### src/rtl/morse_pkg.sv
// Morse sequencer shared definitions: FSM state encoding, symbol encoding,
// default parameter values and a small constant helper.
// Latency: n/a (package). Backpressure: n/a (package).
package morse_pkg;

  typedef enum logic [2:0] {
    ST_IDLE  = 3'd0,
    ST_ISSUE = 3'd1,
    ST_WAIT  = 3'd2,
    ST_GAP   = 3'd3,
    ST_ERR   = 3'd4
  } state_t;

  typedef enum logic {
    SYM_DOT  = 1'b0,
    SYM_DASH = 1'b1
  } sym_t;

  localparam int DEF_MAX_SYMS    = 5;
  localparam int DEF_LETTER_GAP  = 3;
  localparam int DEF_WORD_GAP    = 7;
  localparam int DEF_SYM_TIMEOUT = 8;

  // Largest of three values; sizes the shared gap/timeout counter.
  function automatic int max3(input int a, input int b, input int c);
    int m;
    m = (a > b) ? a : b;
    return (m > c) ? m : c;
  endfunction

endpackage

### src/rtl/morse_sequencer_if.sv
// Morse sequencer bus: character handshake from upstream, symbol request /
// completion towards the LED FSM, and status (char_done, err).
// Ports: char_valid/char_ready/char_code/char_len, sym_strt/symbol/sym_done,
//        char_done, err. master = upstream + LED FSM side, slave = sequencer.
interface morse_sequencer_if
  import morse_pkg::*;
#(
  parameter int MAX_SYMS = DEF_MAX_SYMS
);
  logic                char_valid;
  logic                char_ready;
  logic [MAX_SYMS-1:0] char_code;
  logic [2:0]          char_len;
  logic                sym_strt;
  logic                symbol;
  logic                sym_done;
  logic                char_done;
  logic                err;

  modport master (
    output char_valid, char_code, char_len, sym_done,
    input  char_ready, sym_strt, symbol, char_done, err
  );

  modport slave (
    input  char_valid, char_code, char_len, sym_done,
    output char_ready, sym_strt, symbol, char_done, err
  );
endinterface

### src/rtl/morse_gap_cnt.sv
// Loadable down-counter shared by the inter-character gap and the symbol timeout.
// Latency: load/decrement visible the cycle after the edge; saturates at zero.
// Ports: clock, reset (sync, active-high), load_i/load_val_i, dec_i, cnt_o.
module morse_gap_cnt #(
  parameter int W = 4
) (
  input  logic         clock,
  input  logic         reset,
  input  logic         load_i,
  input  logic [W-1:0] load_val_i,
  input  logic         dec_i,
  output logic [W-1:0] cnt_o
);
  logic [W-1:0] cnt_q;
  logic [W-1:0] cnt_d;

  always_comb begin
    cnt_d = cnt_q;
    if (load_i)
      cnt_d = load_val_i;
    else if (dec_i && (cnt_q != '0))
      cnt_d = cnt_q - W'(1);
  end

  always_ff @(posedge clock) begin
    if (reset) cnt_q <= '0;
    else       cnt_q <= cnt_d;
  end

  assign cnt_o = cnt_q;
endmodule

### src/rtl/morse_sequencer.sv
// Morse sequencer: accepts one character, issues its dots/dashes to the LED FSM
// one at a time, then holds a trailing gap and pulses char_done.
// Latency: first sym_strt the cycle after acceptance. Backpressure: char_ready
// only in IDLE; a missing sym_done for SYM_TIMEOUT cycles latches err until reset.
// Ports: clock, reset (sync, active-high), bus (morse_sequencer_if.slave).
module morse_sequencer
  import morse_pkg::*;
#(
  parameter int MAX_SYMS    = DEF_MAX_SYMS,    // 1..7, bounded by the 3-bit char_len
  parameter int LETTER_GAP  = DEF_LETTER_GAP,  // >= 2
  parameter int WORD_GAP    = DEF_WORD_GAP,    // >= 1
  parameter int SYM_TIMEOUT = DEF_SYM_TIMEOUT  // >= 4
) (
  input  logic                   clock,
  input  logic                   reset,
  morse_sequencer_if.slave       bus
);
  localparam int         CNT_W   = $clog2(max3(WORD_GAP, LETTER_GAP, SYM_TIMEOUT) + 1);
  localparam logic [2:0] LEN_MAX = 3'(MAX_SYMS);

  state_t              state_q, state_d;
  logic [MAX_SYMS-1:0] code_q, code_d;
  logic [2:0]          len_q, len_d;
  logic [2:0]          idx_q, idx_d;

  logic [2:0]          len_sat;
  logic                accept;
  logic                last_sym;
  logic                cnt_load;
  logic                cnt_dec;
  logic [CNT_W-1:0]    cnt_val;
  logic [CNT_W-1:0]    cnt;

  assign len_sat  = (bus.char_len > LEN_MAX) ? LEN_MAX : bus.char_len;
  assign accept   = (state_q == ST_IDLE) && bus.char_valid;
  assign last_sym = (idx_q == (len_q - 3'd1));

  // State register
  always_ff @(posedge clock) begin
    if (reset) state_q <= ST_IDLE;
    else       state_q <= state_d;
  end

  // Next-state logic
  always_comb begin
    state_d = state_q;
    case (state_q)
      ST_IDLE:  if (accept) state_d = (len_sat == 3'd0) ? ST_GAP : ST_ISSUE;
      ST_ISSUE: state_d = ST_WAIT;
      ST_WAIT: begin
        // sym_done wins over an expiring budget in the same cycle
        if (bus.sym_done)    state_d = last_sym ? ST_GAP : ST_ISSUE;
        else if (cnt == '0)  state_d = ST_ERR;
      end
      // count never sits at 0 in GAP; <= 1 just guarantees an exit
      ST_GAP:   if (cnt <= CNT_W'(1)) state_d = ST_IDLE;
      ST_ERR:   state_d = ST_ERR;
      default:  state_d = ST_IDLE;
    endcase
  end

  // Moore outputs
  always_comb begin
    bus.char_ready = (state_q == ST_IDLE);
    bus.sym_strt   = (state_q == ST_ISSUE);
    bus.symbol     = ((state_q == ST_ISSUE) || (state_q == ST_WAIT)) ? code_q[idx_q] : SYM_DOT;
    bus.char_done  = (state_q == ST_GAP) && (cnt == CNT_W'(1));
    bus.err        = (state_q == ST_ERR);
  end

  // Character datapath: captured on acceptance, index advances per completed symbol
  always_comb begin
    code_d = code_q;
    len_d  = len_q;
    idx_d  = idx_q;
    if (accept) begin
      code_d = bus.char_code;
      len_d  = len_sat;
      idx_d  = 3'd0;
    end else if ((state_q == ST_WAIT) && bus.sym_done && !last_sym) begin
      idx_d  = idx_q + 3'd1;
    end
  end

  always_ff @(posedge clock) begin
    if (reset) begin
      code_q <= '0;
      len_q  <= '0;
      idx_q  <= '0;
    end else begin
      code_q <= code_d;
      len_q  <= len_d;
      idx_q  <= idx_d;
    end
  end

  // Counter control. The timeout budget is loaded as SYM_TIMEOUT-1 on the way
  // into WAIT so that reaching zero with no sym_done marks the last allowed
  // WAIT cycle. The letter gap loads LETTER_GAP-1 because the sym_done cycle
  // itself is the first off-unit.
  always_comb begin
    cnt_load = 1'b0;
    cnt_dec  = 1'b0;
    cnt_val  = '0;
    case (state_q)
      ST_IDLE: begin
        if (accept && (len_sat == 3'd0)) begin
          cnt_load = 1'b1;
          cnt_val  = CNT_W'(WORD_GAP);
        end
      end
      ST_ISSUE: begin
        cnt_load = 1'b1;
        cnt_val  = CNT_W'(SYM_TIMEOUT - 1);
      end
      ST_WAIT: begin
        if (bus.sym_done && last_sym) begin
          cnt_load = 1'b1;
          cnt_val  = CNT_W'(LETTER_GAP - 1);
        end else if (!bus.sym_done) begin
          cnt_dec  = 1'b1;
        end
      end
      ST_GAP:  cnt_dec = 1'b1;
      default: ;
    endcase
  end

  morse_gap_cnt #(.W(CNT_W)) u_gap_cnt (
    .clock      (clock),
    .reset      (reset),
    .load_i     (cnt_load),
    .load_val_i (cnt_val),
    .dec_i      (cnt_dec),
    .cnt_o      (cnt)
  );
endmodule
### src/flat_wrapper.sv
// flat-port wrapper written by rule: the top's interface ports become plain ports
module morse_sequencer_flat import morse_pkg::*;
#(
  parameter int MAX_SYMS    = DEF_MAX_SYMS,                                          
  parameter int LETTER_GAP  = DEF_LETTER_GAP,         
  parameter int WORD_GAP    = DEF_WORD_GAP,           
  parameter int SYM_TIMEOUT = DEF_SYM_TIMEOUT         
)
  (clock, reset, bus_char_valid, bus_char_code, bus_char_len, bus_sym_done, bus_char_ready, bus_sym_strt, bus_symbol, bus_char_done, bus_err);
  morse_sequencer_if #(.MAX_SYMS(MAX_SYMS)) bus_i ();
  input  logic clock;
  input  logic reset;
  input wire logic [$bits(bus_i.char_valid)-1:0] bus_char_valid;
  input wire logic [$bits(bus_i.char_code)-1:0] bus_char_code;
  input wire logic [$bits(bus_i.char_len)-1:0] bus_char_len;
  input wire logic [$bits(bus_i.sym_done)-1:0] bus_sym_done;
  output wire logic [$bits(bus_i.char_ready)-1:0] bus_char_ready;
  output wire logic [$bits(bus_i.sym_strt)-1:0] bus_sym_strt;
  output wire logic [$bits(bus_i.symbol)-1:0] bus_symbol;
  output wire logic [$bits(bus_i.char_done)-1:0] bus_char_done;
  output wire logic [$bits(bus_i.err)-1:0] bus_err;
  assign bus_i.char_valid = bus_char_valid;
  assign bus_i.char_code = bus_char_code;
  assign bus_i.char_len = bus_char_len;
  assign bus_i.sym_done = bus_sym_done;
  assign bus_char_ready = bus_i.char_ready;
  assign bus_sym_strt = bus_i.sym_strt;
  assign bus_symbol = bus_i.symbol;
  assign bus_char_done = bus_i.char_done;
  assign bus_err = bus_i.err;
  morse_sequencer #(.MAX_SYMS(MAX_SYMS), .LETTER_GAP(LETTER_GAP), .WORD_GAP(WORD_GAP), .SYM_TIMEOUT(SYM_TIMEOUT)) u_core (.clock(clock), .reset(reset), .bus(bus_i));
endmodule
### config.mk
export PLATFORM = sky130hd
export DESIGN_NAME = morse_sequencer_flat
export DESIGN_NICKNAME = d
export VERILOG_FILES = /design/src/rtl/morse_pkg.sv /design/src/rtl/morse_sequencer_if.sv /design/src/rtl/morse_gap_cnt.sv /design/src/rtl/morse_sequencer.sv /design/src/flat_wrapper.sv
export SDC_FILE = /design/constraint.sdc
export NUM_CORES = 1
export LEC_CHECK = 0
export CAP_MARGIN = 40
export CORE_MARGIN = 3
export CORE_UTILIZATION = 52
export DETAILED_ROUTE_END_ITERATION = 8
export HOLD_SLACK_MARGIN = 0.02
export PLACE_DENSITY = 0.77
export SETUP_SLACK_MARGIN = 0.4
export SLEW_MARGIN = 20
export SYNTH_ARGS = -nofsm -noshare
export SYNTH_HDL_FRONTEND = slang
export SYNTH_HIERARCHICAL = 1
export SYNTH_SLANG_ARGS = --single-unit
### constraint.sdc
create_clock -name clock -period 2.1 [get_ports clock]
set_clock_uncertainty 0.2 [all_clocks]
set_input_delay 0.42 -clock clock [delete_from_list [all_inputs] [get_ports clock]]
set_output_delay 0.42 -clock clock [all_outputs]
set_load 0.01 [all_outputs]
==> results of run 1 <==
==> through the flow <==
stage	instances	hold WS, ns	setup slack [ns]	instance area (µm²)
after detailed placement	182	0.254	-0.139	1450
after global placement	182	0.244	-0.107	1450
after floorplan	125	0.232	0.344	1150
==> cell families after synthesis <==
group                      count (synthesis)  share of synthesized area (%)
AOI/OAI and AO/OA                         25                           17.1
other                                      1                          0.340
and+or+nand+nor                           53                           29.1
xor gates and xnor gates                   4                           4.42
DFF                                       18                           32.7
muxes                                      6                           6.58
buffers and inverters                     15                           6.35
adders and majority gates                  3                           3.40
==> out/metrics.cfg, run 1 <==
[synthesis]
async_reset_ff_share_pct=0
synth_seq_area_share_pct=32.7
synth_edf_count=0
synth_seq_cells=18
syn_nets=140
synth_area_um2=1100
synth_top_flop_cell=dfxtp_1
ys.warnings.count=6
yosysMostFrequentCell=dfxtp_1
synth.avg_cell_area_um2=8.83
synthDistinctLibCells=42
synth_area_leaders=dfxtp_1 33%, nand2_1 5.8%, mux2i_1 4.5%
yosysTopAreaCell=dfxtp_1
netlist_instances=125
synth.top_cell.area_share_pct=32.7
synthTopCellsByCount=18 x dfxtp_1, 17 x nand2_1, 10 x inv_1

[clock_tree]
cts_root_buffer=clkbuf_4
numCtsBuffers=3
cts_setup_buffers=27
h-tree-depth=1
cts_buffer_depth=2
cts_resized=94
cts_hold_buf=0
cts.sinks=18

[die]
fp.dieW_um=52.1
die_height_um=52.1
start_util_pct=55.7
io_pins=17
rows=16

[place]
gp_congestion=0.809
dpl.hpwl_um=1900
io_buffers=16

[status]
stop_stage=4_1_cts
status=aborted with a tool error
error_line=[ERROR DPL-0033] detailed placement checks failed during check placement.

==> inputs of run 2 (changes only) <==
--- a/config.mk
+++ b/config.mk
@@ -6,12 +6,10 @@
 export NUM_CORES = 1
 export LEC_CHECK = 0
 export CAP_MARGIN = 40
-export CORE_MARGIN = 3
-export CORE_UTILIZATION = 52
+export CORE_AREA = 3 3 64 66
 export DETAILED_ROUTE_END_ITERATION = 8
-export HOLD_SLACK_MARGIN = 0.02
-export PLACE_DENSITY = 0.77
-export SETUP_SLACK_MARGIN = 0.4
+export DIE_AREA = 0 0 67 69
+export PLACE_DENSITY_LB_ADDON = 0.15
 export SLEW_MARGIN = 20
 export SYNTH_ARGS = -nofsm -noshare
 export SYNTH_HDL_FRONTEND = slang
==> run 2 against run 1 <==
Area after synthesis unchanged. The run now ends clean. Synthesized cell count is the same.
==> out/metrics.cfg, run 2 <==
[status]
status=completed  ; was aborted with a tool error

[clock_tree]
cts.sinks=18  ; unchanged
clk_latency_ns=0.25
cts_setup_buffers=0  ; was 27
cts_root_buffer=clkbuf_8  ; was clkbuf_4
cts_tree=done
h-tree-depth=1  ; unchanged
clkTransAtPathRegs_ns=0.07
cts_buffer_depth=2  ; unchanged
numCtsBuffers=3  ; unchanged

[place]
io_buffers=16  ; unchanged
dpl-instance-area_um2=1440  ; was 1450 µm²
gp_congestion=0.817  ; was 0.809
dpl.hpwl_um=1980  ; was 1900 µm
dp.cells=204  ; was 182

[power]
finalPower_uw=1010
leakage_uw=0.000595
power_density_nw_per_um2=675
ir_worst_vdd_v=0.000305

[cells_and_area]
layout_common_cells=20 x buf_4, 16 x nand2_1, 14 x dfxtp_1, 11 x clkdlybuf4s50_1
area_delta_synth_final_pct=35.8
top_register=u_core/code_q
largest_register_ffs=5
design_area_um2=1500
layout.cells.non_filler=208
drive_gt1_share_pct=26.3
nets=176
mostFrequentLayoutCell=buf_4
diodes=0

[synthesis]
ys.warnings.count=6  ; unchanged
async_reset_ff_share_pct=0  ; unchanged
synthTopCellsByCount=18 x dfxtp_1, 17 x nand2_1, 10 x inv_1  ; unchanged
netlist_instances=125  ; unchanged
synth_seq_area_share_pct=32.7  ; unchanged
synth_area_um2=1100  ; unchanged
syn_nets=140  ; unchanged
synthDistinctLibCells=42  ; unchanged
synth_top_flop_cell=dfxtp_1  ; unchanged
synth_area_leaders=dfxtp_1 33%, nand2_1 5.8%, mux2i_1 4.5%  ; unchanged
synth.avg_cell_area_um2=8.83  ; unchanged
synth_seq_cells=18  ; unchanged
synth.top_cell.area_share_pct=32.7  ; unchanged
yosysMostFrequentCell=dfxtp_1  ; unchanged
yosysTopAreaCell=dfxtp_1  ; unchanged
synth_edf_count=0  ; unchanged

[die]
core-area_um2=3630
rows=22  ; was 16
dieArea_um2=4620
io_pins=17  ; unchanged
start_util_pct=30.4  ; was 55.7%
die_height_um=69  ; was 52.1 µm
fp.dieW_um=67  ; was 52.1 µm

[detailed_routing]
drt-total-wl_um=2530
vias=1007
wl_met3_um=64
ant_nets=0
wire_per_inst_um=12.2
drtIter0Drc=24
m1WireLength_um=1270
dr_wl_met2_um=1170
drtPass1Iterations=4
vias_per_cell=4.84
highest_layer=met4
drc=0

[critical_path]
required_ns=1.48
worst-path-max-fanout=2
crit_path_start=u_core/idx_q[0]
r2r_slack_ns=0.12
rr_startpoint=u_core/len_q[0]
reg2regPathDepth=7
endpoint=bus_symbol
worstSetupStartpointType=flop
worstSetupPathType=flop to output pin
cp_data_arrival_time_ns=1.47
worst_setup_path_end_kind=output pin
r2r_end=u_core/u_gap_cnt/cnt_o[1]
crit_slowest_cell=mux4_2
slowest_delay_ns=0.48
crit_chain=mux4_2 -> mux2i_1 -> nor3_1 -> buf_2

[global_routing]
grt.overflow.total=0
grt_pass1_vias=1060
antenna_found_initial=0
gr-usage-all-layers_pct=12.6
grt_pass1_wl_um=4600
grt_max_degree=13

[timing]
min_period_ns=2.09
fin_crit_sh_pct=99.6
final_hold_viol_count=0
slew_viol_final=0
setup_viol=0
fmax_mhz=478
rsz0062_at_grt=yes

[job]
cap_viol_max_count=0

[min_path]
hold_path.class=flop to flop

run 2: cell counts after synthesis:
No cell type changed its count.
run 2: cell type report:
type | count | area [µm²]
Fill cell | 391 | 2130
Multi-Input combinational cell | 92 | 681
Sequential cell | 18 | 365
Timing Repair Buffer | 36 | 300
Tap cell | 48 | 60.1
Clock buffer | 4 | 55.1
Inverter | 10 | 37.5
run 2: worst min path at each step:
stage                startpoint          endpoint  slack, ns  cells past startpoint
4_1_cts        u_core/code_q[1]  u_core/code_q[1]       0.26                      2
6_report       u_core/code_q[4]  u_core/code_q[4]       0.26                      2
2_1_floorplan  u_core/code_q[4]  u_core/code_q[4]       0.23                      2
3_5_place_dp   u_core/code_q[1]  u_core/code_q[1]       0.25                      2
3_3_place_gp    u_core/len_q[1]   u_core/len_q[1]       0.25                      2
5_1_grt        u_core/code_q[2]  u_core/code_q[2]       0.29                      2
run 2: cell families after synthesis:
logic type / count (synthesis) / share of synthesized area (%)
flops: 18 / 32.7
mux: 6 / 6.58
buf+inv: 15 / 6.35
other cells: 1 / 0.340
fa+ha+maj: 3 / 3.40
simple gates: 53 / 29.1
compound gates: 25 / 17.1
xor+xnor: 4 / 4.42
run 2: timing repair:
| item | CTS | global route |
|---|---|---|
| gates cloned | 0 | 0 |
| gates resized for setup | 13 | 3 |
| setup endpoints to repair | 5 | 4 |
| pin swaps | 1 | 0 |
| hold buffers | 0 | 0 |
run 2: power breakdown:
group          internal [µW]  switching [µW]  leakage (µW)
combinational            164             154      0.000417
sequential               374            31.1      0.000149
clock                    167             122     0.0000288
run 2: per-stage QoR:
stage | util, % | TNS, ns | setup slack [ns] | hold slack, ns
floorplan | - | 0 | 0.146 | 0.232
global route | 41.3 | -0.0557 | -0.0557 | 0.293
finish | 41.3 | 0 | 0.00745 | 0.258
detailed placement | 39.7 | -1.29 | -0.198 | 0.249
global placement | 39.7 | -0.962 | -0.152 | 0.245
CTS | 41.2 | -0.0204 | -0.0204 | 0.260
run 2: metal layers:
layer | vias to the layer above | GRT usage (%)
met5 | - | 0
met4 | 0 | 3.38
met3 | 4 | 3.58
met2 | 9 | 20.1
met1 | 475 | 16.3
li1 | 519 | -
run 2: worst max-delay path, delay by kind of cell, from the launching register on:
family	cells	cell delay (ns)
buf+inv	1	0.14
flops	1	0.34
simple gates	1	0.07
mux	2	0.67
(Power assumes the default switching activity.)
==> inputs of run 3 (changes only) <==
--- a/config.mk
+++ b/config.mk
@@ -6,9 +6,12 @@
 export NUM_CORES = 1
 export LEC_CHECK = 0
 export CAP_MARGIN = 40
-export CORE_AREA = 3 3 64 66
+export CELL_PAD_IN_SITES_DETAIL_PLACEMENT = 1
+export CELL_PAD_IN_SITES_GLOBAL_PLACEMENT = 1
+export CORE_AREA = 2 2 63 65
 export DETAILED_ROUTE_END_ITERATION = 8
-export DIE_AREA = 0 0 67 69
+export DIE_AREA = 0 0 65 67
+export MAX_ROUTING_LAYER = met4
 export PLACE_DENSITY_LB_ADDON = 0.15
 export SLEW_MARGIN = 20
 export SYNTH_ARGS = -nofsm -noshare
==> run 3 against run 2 <==
The flow now finishes with violations (setup timing). Combinational power increased by 4%. Die area decreased by 5.8%. Maximum frequency decreased by 2.1%. Count of clock-buffer cells in the layout unchanged. Via count increased by 3.6%. Hold slack improved by 0.0068 ns. Sequential power about the same. Utilization increased by 0.77 points. Largest cell class unchanged.
==> out/metrics.cfg, run 3 (same netlist as run 2, synthesis figures left out) <==
[status]
status=finished with violations  ; was completed
violations=setup timing

[clock_tree]
clk_latency_ns=0.26  ; was 0.25 ns
numCtsBuffers=3  ; unchanged
cts_buffer_depth=2  ; unchanged
clkTransAtPathRegs_ns=0.08  ; was 0.07 ns
h-tree-depth=1  ; unchanged
cts_hold_buf=0  ; unchanged
cts.sinks=18  ; unchanged
cts_root_buffer=clkbuf_8  ; unchanged
cts_tree=done  ; unchanged

[detailed_routing]
drt-total-wl_um=2930  ; was 2530 µm
drtPass1Iterations=4  ; unchanged
vias_per_cell=5.06  ; was 4.84
drtIter0Drc=23  ; was 24
ant_nets=0  ; unchanged
wire_per_inst_um=14.2  ; was 12.2 µm
drc=0  ; unchanged
vias=1043  ; was 1007

[critical_path]
required_ns=1.48  ; about the same
worst-path-max-fanout=2  ; unchanged
worstSetupPathType=flop to output pin  ; unchanged
worst_setup_path_end_kind=output pin  ; unchanged
reg2regPathDepth=7  ; unchanged
worstSetupStartpointType=flop  ; unchanged
cp_data_arrival_time_ns=1.52  ; was 1.47 ns

[die]
fp.dieW_um=65  ; was 67 µm
start_util_pct=30.6  ; was 30.4%
io_pins=17  ; unchanged
core-area_um2=3610  ; was 3630 µm²
dieArea_um2=4360  ; was 4620 µm²
die_height_um=67  ; was 69 µm
rows=22  ; unchanged

[timing]
fmax_mhz=468  ; was 478 MHz
final_hold_viol_count=0  ; unchanged
rsz0062_at_grt=yes  ; unchanged
setup_viol=1  ; was 0
slew_viol_final=0  ; unchanged
finalWorstSetupSlack_ns=-0.0368  ; was 0.00745 ns
whs_ns=0.265  ; was 0.258 ns
min_period_ns=2.14  ; was 2.09 ns
fin_crit_sh_pct=102  ; was 99.6%

[cells_and_area]
largest_register_ffs=5  ; unchanged
drive_gt1_share_pct=27.2  ; was 26.3%
diodes=0  ; unchanged
layout.cells.non_filler=206  ; was 208
mostFrequentLayoutCell=buf_4  ; unchanged
area_delta_synth_final_pct=37.3  ; was 35.8%
nets=174  ; was 176
top_register=u_core/code_q  ; unchanged
design_area_um2=1520  ; was 1500 µm²
layout_common_cells=17 x buf_4, 16 x nand2_1, 14 x dfxtp_1, 11 x clkdlybuf4s50_1  ; was 20 x buf_4, 16 x nand2_1, 14 x dfxtp_1, 11 x clkdlybuf4s50_1

[place]
gp_congestion=0.745  ; was 0.817
dpl.hpwl_um=2250  ; was 1980 µm
io_buffers=16  ; unchanged
pre_cts_slack_ns=-0.220  ; was -0.198 ns
dp.cells=202  ; was 204
dpl-instance-area_um2=1440  ; about the same

[power]
ir_worst_vdd_v=0.000220  ; was 0.000305 V
leakage_uw=0.000595  ; about the same
finalPower_uw=1030  ; was 1010 µW
power_density_nw_per_um2=681  ; was 675 nW/µm²

[global_routing]
grt_max_degree=21  ; was 13
grt_pass1_wl_um=5190  ; was 4600 µm
antenna_found_initial=0  ; unchanged
gr-usage-all-layers_pct=16.0  ; was 12.6%
grt_pass1_vias=1129  ; was 1060
grt.overflow.total=0  ; unchanged

[min_path]
hold_path.class=flop to flop  ; unchanged
min_path_cells=2  ; unchanged

[job]
cap_viol_max_count=0  ; unchanged

## run 3: changes by cell type in the layout (fill, tap and decap cells not counted), sizes merged
cell / delta
buf: -2
## run 3: layout make-up
cell class / count / area (µm²)
clock buffer: 4 / 55.1
tap: 48 / 60.1
timing repair buffer: 34 / 298
multi-input combinational: 92 / 697
fill: 437 / 2090
sequential: 18 / 368
inverter: 10 / 37.5
## run 3: through the flow
step	setup TNS [ns]	utilization, %
5_1_grt	-0.140	42.0
2_1_floorplan	0	-
3_5_place_dp	-1.30	39.9
3_3_place_gp	-0.762	39.9
6_report	-0.0368	42.0
4_1_cts	-0.0437	41.8
## run 3: critical path, cell delays in order (launching register included)
cell	delay, ns
dfxtp_2	0.34
mux4_2	0.51
mux2i_2	0.19
nor3_1	0.07
buf_2	0.14
## run 3: worst paths after layout
path	from	to	slack, ns
setup / recovery	u_core/idx_q[0]	bus_symbol	-0.04
hold / removal	u_core/code_q[1]	u_core/code_q[1]	0.27
setup reg to reg	u_core/len_q[0]	u_core/u_gap_cnt/cnt_o[1]	0.08
hold reg to reg	u_core/code_q[1]	u_core/code_q[1]	0.27
## run 3: routing by layer
layer  share of wire [%]  global-route usage (%)  routed length, µm  vias to the layer above
li1                    -                       -                  -                      517
met4                 1.2                    7.71                 35                        0
met3                 3.2                    2.87                 94                        2
met2                  50                    27.3               1480                       15
met5                   0                       -                  0                        -
met1                  45                    18.2               1320                      509
## run 3: power by group
| part | leakage [µW] | total, µW | internal, µW | switching (µW) |
|---|---|---|---|---|
| Combinational | 0.000417 | 331 | 166 | 165 |
| Sequential | 0.000149 | 406 | 374 | 32.3 |
| Clock | 0.0000288 | 295 | 167 | 128 |
| Total | 0.000595 | 1030 | 707 | 325 |
## run 3: timing repair
item,4_1_cts,5_1_grt
pin swaps,0,2
buffers inserted,0,0
endpoints found under the hold margin,0,0
resized for setup,16,3
endpoints found under the setup margin,6,5
